`config.mk`:
```
export PLATFORM = sky130hd
export DESIGN_NAME = disp_vramrd
export DESIGN_NICKNAME = d
export VERILOG_FILES = /design/src/rtl/disp_vramrd.sv
export SDC_FILE = /design/constraint.sdc
export NUM_CORES = 1
export LEC_CHECK = 0
export ABC_AREA = 1
export CAP_MARGIN = 0
export CORE_MARGIN = 2
export CORE_UTILIZATION = 50
export CTS_CLUSTER_DIAMETER = 60
export DETAILED_ROUTE_END_ITERATION = 8
export PLACE_DENSITY = 0.83
export SLEW_MARGIN = 20
export SYNTH_ARGS = -nofsm -noshare
export SYNTH_HDL_FRONTEND = slang
export SYNTH_SLANG_ARGS = --single-unit
```
`constraint.sdc`:
```
create_clock -name ACLK -period 2.6 [get_ports ACLK]
set_input_delay 0.78 -clock ACLK [delete_from_list [all_inputs] [get_ports ACLK]]
set_output_delay 0.78 -clock ACLK [all_outputs]
set_load 0.03 [all_outputs]
```
`src/rtl/disp_vramrd.sv`:
```
// ---------------------------------------------------------------------------
// disp_vramrd -- frame-buffer read master for the display path.
//
// On each vertical-sync falling edge with the display enabled, the block
// latches the 64-byte aligned frame base, then reads one whole frame from
// VRAM over the AXI read channel in fixed-length INCR bursts. Every returned
// beat is written into the pixel FIFO. Bursts are only issued while the FIFO
// reports room for a full burst, so this side never overflows it.
//
// Optional feature macro: DISP_RRESP_CHECK_EN
//   defined     : any beat with RRESP != OKAY sets the sticky RD_ERR flag
//   not defined : RRESP is ignored and RD_ERR is tied low
//
// Ports
//   ACLK, ARESETN         clock, asynchronous active-low reset
//   DISPON, DISPADDR      display enable and frame base byte address
//   DSP_VSYNC_X           active-low vsync, asynchronous to ACLK
//   AR*                   AXI read address channel (ARLEN/ARSIZE/ARBURST fixed)
//   R*                    AXI read data channel
//   FIFO_WR, FIFO_WDATA   registered pixel FIFO write port
//   FIFO_AFULL            FIFO cannot take another full burst
//   FRAME_LATE            one-cycle pulse: vsync arrived before frame end
//   RD_ERR                sticky read-error flag
//
// Handshakes: AR and R use standard AXI valid/ready. ARVALID and ARADDR stay
// stable from assertion until the cycle ARREADY is seen high. RREADY is held
// high for the whole data phase of the single outstanding burst, so every
// RVALID beat in that phase is accepted.
// ---------------------------------------------------------------------------
module disp_vramrd #(
    parameter int H_PIXELS  = 640,
    parameter int V_LINES   = 480,
    parameter int BURST_LEN = 16
) (
    input  logic        ACLK,
    input  logic        ARESETN,
    input  logic        DISPON,
    input  logic [28:0] DISPADDR,
    input  logic        DSP_VSYNC_X,
    output logic [31:0] ARADDR,
    output logic [7:0]  ARLEN,
    output logic [2:0]  ARSIZE,
    output logic [1:0]  ARBURST,
    output logic        ARVALID,
    input  logic        ARREADY,
    input  logic [31:0] RDATA,
    input  logic [1:0]  RRESP,
    input  logic        RLAST,
    input  logic        RVALID,
    output logic        RREADY,
    output logic        FIFO_WR,
    output logic [31:0] FIFO_WDATA,
    input  logic        FIFO_AFULL,
    output logic        FRAME_LATE,
    output logic        RD_ERR
);

    localparam int                FRAME_WORDS   = H_PIXELS * V_LINES;
    localparam int                WCNT_W        = $clog2(FRAME_WORDS + 1);
    localparam logic [WCNT_W-1:0] FRAME_WORDS_C = WCNT_W'(FRAME_WORDS);
    localparam logic [28:0]       BURST_BYTES   = 29'(BURST_LEN * 4);

    typedef enum logic [1:0] {
        S_IDLE  = 2'd0,
        S_ISSUE = 2'd1,
        S_ADDR  = 2'd2,
        S_DATA  = 2'd3
    } state_t;

    state_t            state_q;
    logic [2:0]        vs_sync_q;     // [0] stage1, [1] stage2, [2] stage3
    logic [28:0]       base_q;
    logic [28:0]       offset_q;
    logic [WCNT_W-1:0] wcnt_q;
    logic              restart_q;
    logic [31:0]       araddr_q;
    logic              arvalid_q;
    logic              rready_q;
    logic              fifo_wr_q;
    logic [31:0]       fifo_wdata_q;
    logic              frame_late_q;

    logic              vs_fall;
    logic              beat;
    logic              restart_now;
    logic [WCNT_W-1:0] wcnt_d;

    assign ARLEN   = 8'(BURST_LEN - 1);
    assign ARSIZE  = 3'b010;
    assign ARBURST = 2'b01;

    assign ARADDR     = araddr_q;
    assign ARVALID    = arvalid_q;
    assign RREADY     = rready_q;
    assign FIFO_WR    = fifo_wr_q;
    assign FIFO_WDATA = fifo_wdata_q;
    assign FRAME_LATE = frame_late_q;

    // Falling edge seen between synchroniser stages 2 and 3.
    assign vs_fall     = ~vs_sync_q[1] & vs_sync_q[2];
    assign beat        = RVALID & rready_q;
    // A vsync landing on the RLAST cycle itself must still force a restart.
    assign restart_now = restart_q | vs_fall;
    // Saturating decrement: an over-long frame from the slave cannot wrap.
    assign wcnt_d      = (wcnt_q != '0) ? (wcnt_q - 1'b1) : '0;

    always_ff @(posedge ACLK or negedge ARESETN) begin
        if (!ARESETN) begin
            state_q      <= S_IDLE;
            vs_sync_q    <= 3'b000;
            base_q       <= '0;
            offset_q     <= '0;
            wcnt_q       <= '0;
            restart_q    <= 1'b0;
            araddr_q     <= '0;
            arvalid_q    <= 1'b0;
            rready_q     <= 1'b0;
            fifo_wr_q    <= 1'b0;
            fifo_wdata_q <= '0;
            frame_late_q <= 1'b0;
        end else begin
            vs_sync_q    <= {vs_sync_q[1:0], DSP_VSYNC_X};
            fifo_wr_q    <= 1'b0;
            frame_late_q <= 1'b0;

            // Vsync while a frame is still being fetched: flag it and remember
            // to restart once the current burst has fully drained.
            if (state_q != S_IDLE && vs_fall) begin
                frame_late_q <= 1'b1;
                restart_q    <= 1'b1;
            end

            case (state_q)
                S_IDLE: begin
                    arvalid_q <= 1'b0;
                    rready_q  <= 1'b0;
                    // A pending restart behaves exactly like a fresh vs_fall,
                    // re-sampling DISPON and DISPADDR now.
                    if (vs_fall || restart_q) begin
                        restart_q <= 1'b0;
                        if (DISPON) begin
                            base_q   <= {DISPADDR[28:6], 6'b0};
                            offset_q <= '0;
                            wcnt_q   <= FRAME_WORDS_C;
                            state_q  <= S_ISSUE;
                        end
                    end
                end

                S_ISSUE: begin
                    if (!FIFO_AFULL) begin
                        arvalid_q <= 1'b1;
                        araddr_q  <= {3'b000, base_q + offset_q};
                        state_q   <= S_ADDR;
                    end
                end

                S_ADDR: begin
                    if (ARREADY) begin
                        arvalid_q <= 1'b0;
                        rready_q  <= 1'b1;
                        state_q   <= S_DATA;
                    end
                end

                S_DATA: begin
                    if (beat) begin
                        fifo_wr_q    <= 1'b1;
                        fifo_wdata_q <= RDATA;
                        wcnt_q       <= wcnt_d;
                        if (RLAST) begin
                            rready_q <= 1'b0;
                            offset_q <= offset_q + BURST_BYTES;
                            if (restart_now) begin
                                restart_q <= 1'b1;
                                state_q   <= S_IDLE;
                            end else if (!DISPON) begin
                                state_q <= S_IDLE;
                            end else if (wcnt_d == '0) begin
                                state_q <= S_IDLE;
                            end else begin
                                state_q <= S_ISSUE;
                            end
                        end
                    end
                end

                default: state_q <= S_IDLE;
            endcase
        end
    end

`ifdef DISP_RRESP_CHECK_EN
    logic rd_err_q;

    always_ff @(posedge ACLK or negedge ARESETN) begin
        if (!ARESETN) begin
            rd_err_q <= 1'b0;
        end else if (state_q == S_DATA && beat && RRESP != 2'b00) begin
            rd_err_q <= 1'b1;
        end
    end

    assign RD_ERR = rd_err_q;

    logic unused_addr_lsbs;
    assign unused_addr_lsbs = ^DISPADDR[5:0];
`else
    assign RD_ERR = 1'b0;

    logic unused_inputs;
    assign unused_inputs = ^{RRESP, DISPADDR[5:0]};
`endif

endmodule

```
Yosys cells after proc, flatten, opt, wreduce, memory -nomap -nowiden
Index checks and enable logic that the tools add are counted.
- output and inout bits: 82
- bits of input ports: 71
- latch bits: 0
- bits in read-only memories: 0
- memories kept: 0
- logic and storage cells: 82
- RAM bits: 0
- register bits: 142
- divide/modulo/power cells: 0
- eq/ne operators: 9
- reductions and logical operators: 17
- add/subtract/negate cells: 3
- shift-type cells: 0
- bitwise gates (word level): 5
- order comparisons: 0
- multipliers: 0
- multiplexer cells: 36
- operators with widths (kind ; number):
    29-bit 2-to-1 mux ; 4
    19-bit 2-to-1 mux ; 4
    29-bit case mux with 2 select lines ; 1
    19-bit case mux with 2 select lines ; 1
    29-bit adder ; 1
    29-bit by 7-bit adder with 29-bit output (second input constant) ; 1
    19-bit zero test ; 1
    19-bit nonzero test ; 1
    19-bit by 1-bit subtractor with 19-bit output (second input constant) ; 1
    1-bit 2-to-1 mux ; 16
    2-bit 2-to-1 mux ; 6
    2-bit inequality test (second input constant) ; 6
    2-bit case mux with 4 select lines ; 1
    4-bit AND reduction ; 2
    1-bit case mux with 3 select lines ; 2
    3-bit AND reduction ; 2
    6-bit AND reduction ; 1
    3-bit nonzero test ; 2
    5-bit AND reduction ; 1
    2-bit == test (second input constant) ; 2
    2-bit AND reduction ; 2
    2-bit nonzero test ; 2
    1-bit bitwise AND ; 2
    2-bit by 1-bit == test with 1-bit output (second input constant) ; 1
    other kinds (6) ; 7

Logic depth before layout (Yosys ltp)
Gate-level depths: netlist of the first run.
- depth after elaboration: 9
- gate-level depth with buffers: 15
- gate-level depth less buffers: 14

Least setup slack after synthesis of the first run
Ideal clock, no wire load.
- path kind: in2reg
- start point: input RVALID
- end point: register offset_q[17]
- stages: 9
- data arrival time: 1874 ps
- buffers on the path: 0
- slack: 595 ps
- library setup time: 131 ps
- required time: 2469 ps
- path through: nand2_1 > nand2_1 > nand3_4 > nor2_8 > nand4_4 > nor2_4 > nand2_4 > o21ai_0 > a2bb2oi_1
- word-level cells in the longest chain between the ends: 3
- ends and longest elaborated chain (item ; RTL line ; text):
    start, declared ; 49 ; input logic RVALID,
    1-bit bitwise AND ; 101 ; assign beat = RVALID & rready_q;
    2-bit inequality test (no source line) ; - ;
    5-bit AND reduction (no source line) ; - ;
    end signal, assigned ; 173 ; offset_q <= offset_q + BURST_BYTES;
    end, declared ; 73 ; logic [28:0] offset_q;
Every way passes these cells.
A chain may end at the register's enable or synchronous reset.

Worst setup path in the final report of the first run
- start point: register offset_q[9]
- end point: register araddr_q[14], in the netlist ARADDR[14]
- word-level cells in the longest chain between the ends: 1
- ends and longest elaborated chain (item ; RTL line ; text):
    29-bit adder ; 153 ; araddr_q <= {3'b000, base_q + offset_q};
    end signal, assigned ; 153 ;
    end, declared ; 76 ; logic [31:0] araddr_q;
Every way passes these cells.

==> impl_metrics.tcl, run 1 <==
set metrics [dict create \
    run_status "finished, final reports clean" \
    clock.fmax_mhz 421 \
    tightest_slew_ps 578 \
    setup_viol 0 \
    syn2layout_area_growth_pct 27.2 \
    timing.hold.ws_ps 347 \
    crit_chain "ha_1 > a21oi_1 > nand2_1 > a21boi_1 > inv_1 > a31oi_1 > xor2_1 > o21ai_0" \
    setup.worst_path.start_class "flip-flop" \
    yosysSeqAreaShare_pct 43.7 \
    finalHoldViolCount 0 \
    numCtsBuffers 17 \
    dp.cells 1220 \
    grt_max_degree 77 \
    clock_latency_ps 430 \
    slowest_delay_ps 460 \
    place_congestion 0.906 \
    synth-edff-count 0 \
    antenna_cells 0 \
    cts_tree "done" \
    mostFrequentLayoutCells "nand2_1, dfrtp_1, clkdlybuf4s50_1" \
    ios 153 \
    nets 1155 \
    crit_path_max_fanout 6 \
    fin_util_pct 65.2 \
    grt_pass1_vias 6458 \
    grt_first_pass_wirelength_mm 31.0 \
    viasPerCell 5.35 \
    first_pass_iters 5 \
    arrival_ps 2660 \
    crit_end "ARADDR[14]$_DFFE_PN0P_" \
    skew_ps 6.81 \
    rows 44 \
    portBuffers 121 \
    synth.distinct_cells 51 \
    register_area_sq_mm 0.00325 \
    maxCapViolCount 0 \
    synthArstFlopShare_pct 100 \
    syn_area_sq_mm 0.00745 \
    syn_inst 919 \
    antenna_found_initial 0 \
    fp.coreArea_sq_mm 0.0145 \
    drv_slew 0 \
    vias 6700 \
    startpoint "offset_q[9]$_DFFE_PN0P_" \
    place_ws_ps 24.5 \
    rrSetupSlack_ps 230 \
    cpMaxStageDelayCell "dfrtp_1" \
    p_leak_nw 4.58 \
    r2r_end "ARADDR[14]$_DFFE_PN0P_" \
    design_power_total_mw 10.8 \
    dieArea_sq_mm 0.0159 \
    overflow 0 \
    finalCritPeriodShare_pct 91.3 \
    hold_class "in2async" \
    timing.rr.start "offset_q[9]$_DFFE_PN0P_" \
    die_x_um 126 \
    avgSynthCellArea_sq_um 8.10 \
    initial_core_util_pct 51.2 \
    setup_tns_ps 0 \
    ys.flop_type "dfrtp_1" \
    drive_gt1_share_pct 9.93 \
    cts_root_buf "clkbuf_16" \
    htreeDepth 4 \
    track_usage_pct 24.3 \
    drt-wirelength-per-cell_um 14.9 \
    rr_worst_depth 8 \
    path_clk_slew_ps 60 \
    path_class "reg2reg" \
    peakVddDrop_mv 0.730 \
    dp_hpwl_mm 13.6 \
    fillerInstances 1158 \
    fp.dieH_um 126 \
    multi_input_area_sq_mm 0.00368 \
    ys_ff_latch 130 \
    rsz0062_at_grt "no" \
    yosysWarnings 0 \
    layout_setup_ws_ps 226 \
    clock_sinks 130 \
    drt_iter0_markers 578 \
    routed_wirelength_mm 18.6 \
    layout_commonest_cell "nand2_1" \
    post-route-drc-count 0 \
    power.density_mw_per_mm2 1140 \
    fin_crit_ps 2370 \
    final_cell_area_sq_mm 0.00947 \
    ant_nets 0 \
    slew_headroom_pct 61.5 \
    cts_buffer_depth 2 \
    stdcell_count 1252 \
    post_cts_buffers 0 \
    dpl_cell_area_sq_mm 0.00886 \
    cp-end-kind "flip-flop" \
    required_ps 2890 \
]
[registers in the layout, summed over array words and instances (netlist names)]
register    count
wcnt_q         19
ARADDR         23
RREADY          1
state_q         2
FIFO_WDATA     32
offset_q       23
FRAME_LATE      1
ARVALID         1
base_q         23
vs_sync_q       3
restart_q       1
FIFO_WR         1
[worst min-delay path by stage]
stage,cells past startpoint,endpoint,startpoint
6_report,2,FIFO_WDATA[13]$_DFFE_PN0P_,ARESETN
4_1_cts,2,FIFO_WDATA[13]$_DFFE_PN0P_,ARESETN
3_3_place_gp,0,vs_sync_q[1]$_DFF_PN0_,vs_sync_q[0]$_DFF_PN0_
2_1_floorplan,0,vs_sync_q[1]$_DFF_PN0_,vs_sync_q[0]$_DFF_PN0_
5_1_grt,2,FIFO_WDATA[17]$_DFFE_PN0P_,ARESETN
3_5_place_dp,0,vs_sync_q[1]$_DFF_PN0_,vs_sync_q[0]$_DFF_PN0_
[worst max-delay path: cells and delay by family (launching register included)]
family | cells | cell delay (ps)
compound gates | 4 | 850
flops | 1 | 460
fa+ha+maj | 1 | 390
simple gates | 1 | 200
xor+xnor | 1 | 200
buf+inv | 1 | 130
[layer usage]
metal	track usage [%]	wire length, um	share of wire, %	up-vias
met3	5.86	1240	6.7	49
li1	-	-	-	3253
met1	31.5	8040	43	3151
met4	11.8	648	3.5	0
met2	38.5	8700	47	247
met5	0	0	0	-
[report_power, final]
group          total [mW]  leakage, nW  switching [mW]  internal (mW)
registers            3.16         1.66           0.450           2.71
clock network        2.46        0.299           0.904           1.55
logic                5.15         2.62            3.19           1.96
total                10.8         4.58            4.54           6.22
[repair_timing]
action	in CTS	in global routing
hold buffers	0	0
resized for setup	0	1
endpoints found under the setup margin	0	1
[cell type report]
class,count,share of cell area (%)
clock buffers,19,4.78
clock inverters,13,1.69
inverters,87,3.46
multi-input cells,682,38.8
flip-flops and latches,130,34.4
well taps,184,2.43
repair buffers,137,14.4
[logic make-up after synthesis]
| logic type | after synthesis | share of synthesized area (%) |
|---|---|---|
| AO/OA/AOI/OAI | 133 | 10.1 |
| XOR/XNOR | 19 | 2.23 |
| adder cells (fa/ha/maj) | 29 | 4.97 |
| buffers and inverters | 128 | 8.00 |
| flip-flops | 130 | 43.7 |
| multiplexers | 22 | 3.33 |
| other | 2 | 0.101 |
| AND/OR/NAND/NOR | 456 | 27.6 |
[cells in the mapped netlist, types with 3 or more instances]
master	count	area [sq um]
a21oi_1	46	230
a22oi_1	3	22.5
buf_2	4	20.0
buf_4	23	173
buf_6	3	33.8
clkbuf_1	11	41.3
dfrtp_1	130	3250
ha_1	28	350
inv_1	83	312
mux2_2	22	248
nand2_1	263	987
nand2_2	3	18.8
nand3_1	51	255
nand4_1	11	68.8
nor2_1	74	278
nor2_4	6	67.6
nor3_1	21	105
nor4_1	4	25.0
o21ai_0	48	240
o21ai_1	4	20.0
o21bai_1	4	30.0
o22ai_1	12	75.1
o31ai_1	3	22.5
or2_2	6	37.5
xnor2_1	5	43.8
xor2_1	14	123
Power figures use the tool's default switching activity.
==> run 2: changes to the inputs <==
SKIP_CTS_REPAIR_TIMING = 1   (was unset)
==> results of run 2 <==
No change in the layout: final DEF, timing and power equal those of run 1.
